File: src/rtl/virtual_ds2431_mem_write_scratchpad.sv
// DS2431 Write Scratchpad (0x0F) handler: latches TA1/TA2/ES and fills the 8-byte scratchpad.
// Define WS_CRC16_EN to return the inverted CRC16 to the master once the row end is written.
module virtual_ds2431_mem_write_scratchpad #(
    parameter logic [7:0]  CMD_CODE  = 8'h0F,
    parameter logic [15:0] MEM_LIMIT = 16'h0090
) (
    input  logic       clk,
    input  logic       nRst,
    input  logic       cmdRunTrig,
    input  logic       busRst,
    input  logic       partialByte,
    input  logic [7:0] receiveDat,
    output logic [7:0] transmitDat,
    output logic       nRxTx,
    output logic       transTrig,
    input  logic       ByteTransDone,
    output logic [7:0] TA1,
    output logic [7:0] TA2,
    output logic [7:0] ES,
    output logic       spWrEn,
    output logic [2:0] spWrAddr,
    output logic [7:0] spWrDat,
    output logic       cmdDone,
    output logic       cmdFailed
);

    typedef enum logic [2:0] {
        S_IDLE,
        S_GET_TA1,
        S_GET_TA2,
        S_CHK_ADDR,
        S_GET_DATA,
        S_SEND_CRC_L,
        S_SEND_CRC_H,
        S_DONE
    } state_t;

    state_t     r_state;
    logic       r_cmd_d;
    logic       r_btd_d;
    logic [7:0] r_ta1;
    logic [7:0] r_ta2;
    logic [7:0] r_es;
    logic [2:0] r_off;
    logic       r_trans_trig;
    logic       r_sp_wr_en;
    logic [2:0] r_sp_wr_addr;
    logic [7:0] r_sp_wr_dat;
    logic       r_cmd_done;
    logic       r_cmd_failed;

    logic       w_start;
    logic       w_byte_done;
    logic       w_addr_bad;

    assign w_start     = cmdRunTrig & ~r_cmd_d;
    assign w_byte_done = ByteTransDone & ~r_btd_d;
    assign w_addr_bad  = ({r_ta2, r_ta1} >= MEM_LIMIT);

`ifdef WS_CRC16_EN
    logic [15:0] r_crc;
    logic [7:0]  r_tx_dat;
    logic        r_nrxtx;
    logic [15:0] w_crc_next;
    logic [15:0] w_crc_seed;

    // Reflected CRC16 (poly 0xA001), whole byte folded in one cycle.
    function automatic logic [15:0] crc16_byte(input logic [15:0] crc_in, input logic [7:0] dat);
        logic [15:0] c;
        c = crc_in ^ {8'h00, dat};
        for (int i = 0; i < 8; i++) begin
            c = c[0] ? ((c >> 1) ^ 16'hA001) : (c >> 1);
        end
        return c;
    endfunction

    assign w_crc_next  = crc16_byte(r_crc, receiveDat);
    assign w_crc_seed  = crc16_byte(16'h0000, CMD_CODE);
    assign transmitDat = r_tx_dat;
    assign nRxTx       = r_nrxtx;
`else
    // CMD_CODE only seeds the CRC; masking it keeps the transmit byte tied low here.
    assign transmitDat = CMD_CODE & 8'h00;
    assign nRxTx       = 1'b0;
`endif

    always_ff @(posedge clk or negedge nRst) begin
        if (!nRst) begin
            r_state      <= S_IDLE;
            r_cmd_d      <= 1'b0;
            r_btd_d      <= 1'b0;
            r_ta1        <= 8'h00;
            r_ta2        <= 8'h00;
            r_es         <= 8'h00;
            r_off        <= 3'd0;
            r_trans_trig <= 1'b0;
            r_sp_wr_en   <= 1'b0;
            r_sp_wr_addr <= 3'd0;
            r_sp_wr_dat  <= 8'h00;
            r_cmd_done   <= 1'b0;
            r_cmd_failed <= 1'b0;
`ifdef WS_CRC16_EN
            r_crc        <= 16'h0000;
            r_tx_dat     <= 8'h00;
            r_nrxtx      <= 1'b0;
`endif
        end else begin
            // NOTE: non-blocking throughout, so every branch reads the pre-edge register values.
            r_cmd_d    <= cmdRunTrig;
            r_btd_d    <= ByteTransDone;
            r_sp_wr_en <= 1'b0;

            if (w_start) begin
                r_state      <= S_GET_TA1;
                r_cmd_done   <= 1'b0;
                r_cmd_failed <= 1'b0;
                r_trans_trig <= 1'b0;
                r_es[7]      <= 1'b0;
`ifdef WS_CRC16_EN
                r_crc        <= w_crc_seed;
                r_tx_dat     <= 8'h00;
                r_nrxtx      <= 1'b0;
`endif
            end else begin
                case (r_state)
                    S_GET_TA1: begin
                        if (busRst) begin
                            r_trans_trig <= 1'b0;
                            r_cmd_failed <= 1'b1;
                            r_state      <= S_IDLE;
                        end else if (w_byte_done) begin
                            r_trans_trig <= 1'b0;
                            r_ta1        <= receiveDat;
`ifdef WS_CRC16_EN
                            r_crc        <= w_crc_next;
`endif
                            r_state      <= S_GET_TA2;
                        end else begin
                            r_trans_trig <= 1'b1;
                        end
                    end

                    S_GET_TA2: begin
                        if (busRst) begin
                            r_trans_trig <= 1'b0;
                            r_cmd_failed <= 1'b1;
                            r_state      <= S_IDLE;
                        end else if (w_byte_done) begin
                            r_trans_trig <= 1'b0;
                            r_ta2        <= receiveDat;
`ifdef WS_CRC16_EN
                            r_crc        <= w_crc_next;
`endif
                            r_state      <= S_CHK_ADDR;
                        end else begin
                            r_trans_trig <= 1'b1;
                        end
                    end

                    S_CHK_ADDR: begin
                        if (w_addr_bad) begin
                            r_cmd_failed <= 1'b1;
                            r_state      <= S_IDLE;
                        end else begin
                            r_off     <= r_ta1[2:0];
                            r_es[2:0] <= r_ta1[2:0];
                            r_es[5]   <= 1'b1;
                            r_state   <= S_GET_DATA;
                        end
                    end

                    S_GET_DATA: begin
                        if (busRst) begin
                            // ES[5] is still 1 here if no data byte has landed yet.
                            r_trans_trig <= 1'b0;
                            r_es[5]      <= partialByte | r_es[5];
                            r_cmd_done   <= 1'b1;
                            r_state      <= S_IDLE;
                        end else if (w_byte_done) begin
                            r_trans_trig <= 1'b0;
                            r_sp_wr_en   <= 1'b1;
                            r_sp_wr_addr <= r_off;
                            r_sp_wr_dat  <= receiveDat;
                            r_es[2:0]    <= r_off;
                            r_es[5]      <= 1'b0;
`ifdef WS_CRC16_EN
                            r_crc        <= w_crc_next;
`endif
                            if (r_off == 3'd7) begin
`ifdef WS_CRC16_EN
                                r_tx_dat <= ~w_crc_next[7:0];
                                r_nrxtx  <= 1'b1;
                                r_state  <= S_SEND_CRC_L;
`else
                                r_state  <= S_DONE;
`endif
                            end else begin
                                r_off <= r_off + 3'd1;
                            end
                        end else begin
                            r_trans_trig <= 1'b1;
                        end
                    end

`ifdef WS_CRC16_EN
                    S_SEND_CRC_L: begin
                        if (busRst) begin
                            r_trans_trig <= 1'b0;
                            r_nrxtx      <= 1'b0;
                            r_cmd_done   <= 1'b1;
                            r_state      <= S_IDLE;
                        end else if (w_byte_done) begin
                            r_trans_trig <= 1'b0;
                            r_tx_dat     <= ~r_crc[15:8];
                            r_state      <= S_SEND_CRC_H;
                        end else begin
                            r_trans_trig <= 1'b1;
                        end
                    end

                    S_SEND_CRC_H: begin
                        if (busRst) begin
                            r_trans_trig <= 1'b0;
                            r_nrxtx      <= 1'b0;
                            r_cmd_done   <= 1'b1;
                            r_state      <= S_IDLE;
                        end else if (w_byte_done) begin
                            r_trans_trig <= 1'b0;
                            r_nrxtx      <= 1'b0;
                            r_tx_dat     <= 8'h00;
                            r_state      <= S_DONE;
                        end else begin
                            r_trans_trig <= 1'b1;
                        end
                    end
`endif

                    S_DONE: begin
                        r_cmd_done <= 1'b1;
                        r_state    <= S_IDLE;
                    end

                    default: begin
                        r_trans_trig <= 1'b0;
                        r_state      <= S_IDLE;
                    end
                endcase
            end
        end
    end

    assign transTrig = r_trans_trig;
    assign TA1       = r_ta1;
    assign TA2       = r_ta2;
    assign ES        = r_es;
    assign spWrEn    = r_sp_wr_en;
    assign spWrAddr  = r_sp_wr_addr;
    assign spWrDat   = r_sp_wr_dat;
    assign cmdDone   = r_cmd_done;
    assign cmdFailed = r_cmd_failed;

endmodule

File: config.mk
export PLATFORM = sky130hd
export DESIGN_NAME = virtual_ds2431_mem_write_scratchpad
export DESIGN_NICKNAME = d
export VERILOG_FILES = /design/src/rtl/virtual_ds2431_mem_write_scratchpad.sv
export SDC_FILE = /design/constraint.sdc
export NUM_CORES = 1
export LEC_CHECK = 0
export BUFFER_PORTS_ARGS = -buffer_cell sky130_fd_sc_hd__buf_2
export CORE_UTILIZATION = 38
export DETAILED_ROUTE_END_ITERATION = 16
export GPL_TIMING_DRIVEN = 1
export HOLD_SLACK_MARGIN = 0.03
export PLACE_DENSITY = 0.65
export SYNTH_ARGS = -nofsm -noshare
export SYNTH_HDL_FRONTEND = slang
export SYNTH_SLANG_ARGS = --single-unit
File: constraint.sdc
create_clock -name clk -period 1.75 [get_ports clk]
set_input_delay 0.175 -clock clk [delete_from_list [all_inputs] [get_ports clk]]
set_output_delay 0.175 -clock clk [all_outputs]
set_load 0.02 [all_outputs]
==> flow_summary.json <==
{
  "async_flop_share_pct": 100,
  "dr.pass1.iters": 4,
  "reg2regPathDepth": 5,
  "fin_worst_skew_ps": 7.34,
  "arrival_ps": 1880,
  "synth_top_flop_cell": "dfrtp_1",
  "min_path_cells": 2,
  "max_cap_viol_count": 0,
  "core-area_mm2": 0.00520,
  "hold_class": "in -> reg",
  "pwr-share-clk_pct": 25.3,
  "cts_tree": "built",
  "route.detailed.drc": 0,
  "cp-start-kind": "register",
  "status": "complete, no violations",
  "avgSynthCellArea_um2": 13.1,
  "comb_power_share_pct": 27.4,
  "initialDrtViolationCount": 51,
  "p_int_mw": 1.77,
  "vias": 1489,
  "cts.sinks": 43,
  "r2r_setup_slack_ps": 40,
  "p_total_mw": 2.59,
  "cts.clk_slew.worst_paths_ps": 80,
  "sequentialPowerShare_pct": 47.4,
  "io_pins": 62,
  "yosys_warnings": 3,
  "critical_path_class": "reg -> reg",
  "grt_pass1_wl_um": 7700,
  "ys_seq_area_share_pct": 51.5,
  "cts_buffer_depth": 2,
  "gp_congestion": 0.788,
  "clock_latency_ps": 290,
  "grt_pass1_vias": 1565,
  "rows": 26,
  "die_area_mm2": 0.00580,
  "fin_hold_ws_ps": 138,
  "netlist_instances": 159,
  "path_max_fanout": 3,
  "die_width_um": 76.2,
  "power_per_cell_area_mw_per_mm2": 950,
  "wl_per_cell_um": 14.8,
  "synth_cell_types": 44,
  "rsz0062_at_grt": "yes",
  "fin_nets": 250,
  "fmax_mhz": 586,
  "synth_edf_count": 0,
  "insertedDiodeCount": 0,
  "end_kind": "register",
  "fillers": 469,
  "root_buffer": "clkbuf_8",
  "drive_gt1_share_pct": 57.0,
  "wl_met3_um": 166,
  "finalHoldViolCount": 0,
  "htree_levels": 2,
  "via_per_inst": 4.88,
  "hp-start": "receiveDat[5]",
  "hold_end": "spWrDat[5]",
  "initial_utilization_pct": 40.2,
  "netlist_area_mm2": 0.00209,
  "route.met2.wl_um": 2180,
  "worstReg2RegEnd": "r_off[0]",
  "numPortBuffers": 48,
  "top_layer": "met4",
  "min_period_over_period_pct": 97.6,
  "ant_nets": 0,
  "grtUsageTotal_pct": 16.7,
  "power.switching_mw": 0.818,
  "ir_worst_vdd_mv": 0.543,
  "dieHeight_um": 76.2,
  "r2r-start": "TA2[0]",
  "fin_crit_ps": 1710,
  "grt_max_degree": 25,
  "area_delta_synth_final_pct": 30.5,
  "drv_slew": 0,
  "dp_hpwl_um": 3240,
  "cp.required_ps": 1930,
  "routed_wl_um": 4500,
  "antenna_found_initial": 0,
  "setup_violations": 0,
  "gr-total-overflow": 0,
  "cts-buffers-inserted": 5,
  "met1_length_um": 2110,
  "netSwitchingFraction_pct": 31.6,
  "ys_ff_latch": 43,
  "leakage_nw": 1.43
}
-- worst max path at each step --
stage | start | to | slack (ps)
final | TA2[0] | r_off[0] | 40
after global routing | r_state[2] | spWrDat[6] | -8
after CTS | TA2[0] | r_off[0] | 1
after detailed placement | TA2[6] | ES[2] | -110
after global placement | TA2[6] | ES[2] | -40
after floorplan | r_off[0] | r_off[1] | 30
-- cell usage in the layout, fill, tap and decap left out, types with 2 or more instances in the layout --
| master | n |
|---|---|
| mux2_2 | 34 |
| conb_1 | 13 |
| nor4_4 | 2 |
| nand2_1 | 4 |
| nor2_1 | 4 |
| nor3b_2 | 2 |
| nand2b_1 | 2 |
| buf_12 | 2 |
| inv_1 | 3 |
| buf_2 | 47 |
| buf_4 | 21 |
| o21ai_0 | 2 |
| dfrtp_1 | 42 |
| dlygate4sd3_1 | 3 |
| a21o_1 | 2 |
| o32a_1 | 2 |
| mux2_4 | 2 |
| a21oi_1 | 3 |
| clkbuf_8 | 6 |
| nor2_2 | 2 |
| nor2b_1 | 2 |
| ha_2 | 2 |
-- final cells by class --
type	count	area (um2)	area share [%]
Clock inverter	1	8.76	0.321
Multi-Input combinational cell	107	982	36.0
Timing Repair Buffer	74	474	17.4
Sequential cell	43	1080	39.5
Tap cell	70	87.6	3.21
Clock buffer	7	86.3	3.17
Inverter	3	11.3	0.413
-- layer usage --
metal  vias to the layer above  global-route usage, %
li1                        699                      -
met1                       744                   22.3
met2                        41                   26.4
met3                         5                   3.95
met4                         0                   5.96
met5                         -                      0
-- cells in the mapped netlist, types with 2 or more instances --
master    number  area share, %
nand2_1        4           0.72
o32a_1         2           0.96
nand2b_1       2           0.60
buf_4         15            5.4
ha_1           2            1.2
nor3b_2        2            1.2
nor4_1         3           0.90
o31ai_1        2           0.72
a31oi_1        2           0.60
o21ai_0        2           0.48
mux2_2        36             19
a21oi_1        3           0.72
nor2_1         5           0.90
a21o_1         2           0.72
buf_2          2           0.48
nand3_1        2           0.48
dfrtp_1       43             51
inv_1          3           0.54
nor2b_1        2           0.60
-- cells by family (layout without fill, tap and decap cells) --
kind of cell | count (synthesis) | after routing | synth area share (%)
XOR/XNOR | 2 | 2 | 0.838
other | 1 | 13 | 0.179
multiplexers | 37 | 37 | 19.9
adder cells (fa/ha/maj) | 2 | 2 | 1.20
buffers and inverters | 21 | 85 | 6.94
AND/OR/NAND/NOR | 31 | 31 | 11.3
AO/OA/AOI/OAI | 22 | 22 | 8.20
flip-flops | 43 | 43 | 51.5
-- critical path, cell delays in order, from the launching register on --
cell,delay (ps)
dfrtp_1,420
nor4_4,320
nand3_2,160
buf_4,180
a2111o_1,370
o211a_1,140
-- state kept, by name, indices dropped and copies added (netlist names) --
name and flops:
r_cmd_d 1, spWrEn 1, cmdDone 1, r_state 3
transTrig 1, TA1 8, r_off 3, cmdFailed 1
spWrDat 8, ES 4, spWrAddr 3, r_btd_d 1
TA2 8
-- per-stage QoR --
step / utilization (%) / cell area, um2 / TNS (ps) / setup WS (ps) / cells
2_1_floorplan: - / 2140 / 0 / 32.1 / 171
3_3_place_gp: 48.1 / 2500 / -122 / -44.0 / 291
3_5_place_dp: 48.1 / 2500 / -451 / -115 / 291
4_1_cts: 51.6 / 2690 / 0 / 1.21 / 304
5_1_grt: 52.4 / 2730 / -47.1 / -8.09 / 305
6_report: 52.4 / 2730 / 0 / 42.3 / 305
-- power by group through the flow --
stage               Combinational, mW  Clock, mW  Sequential (mW)
finish                          0.709      0.655             1.23
global route                    0.763      0.724             1.25
CTS                             0.684      0.679             1.22
detailed placement              0.653          0             1.23
global placement                0.644          0             1.23
floorplan                       0.286          0             1.35
-- repair_timing --
action,4_1_cts,5_1_grt
hold buffers,3,0
pin swaps,5,3
cloned,0,0
buffers inserted,2,2
setup endpoints to repair,6,14
hold endpoints to repair,21,0
gates resized for setup,9,6
No activity file was read; power rests on OpenSTA's default activity.
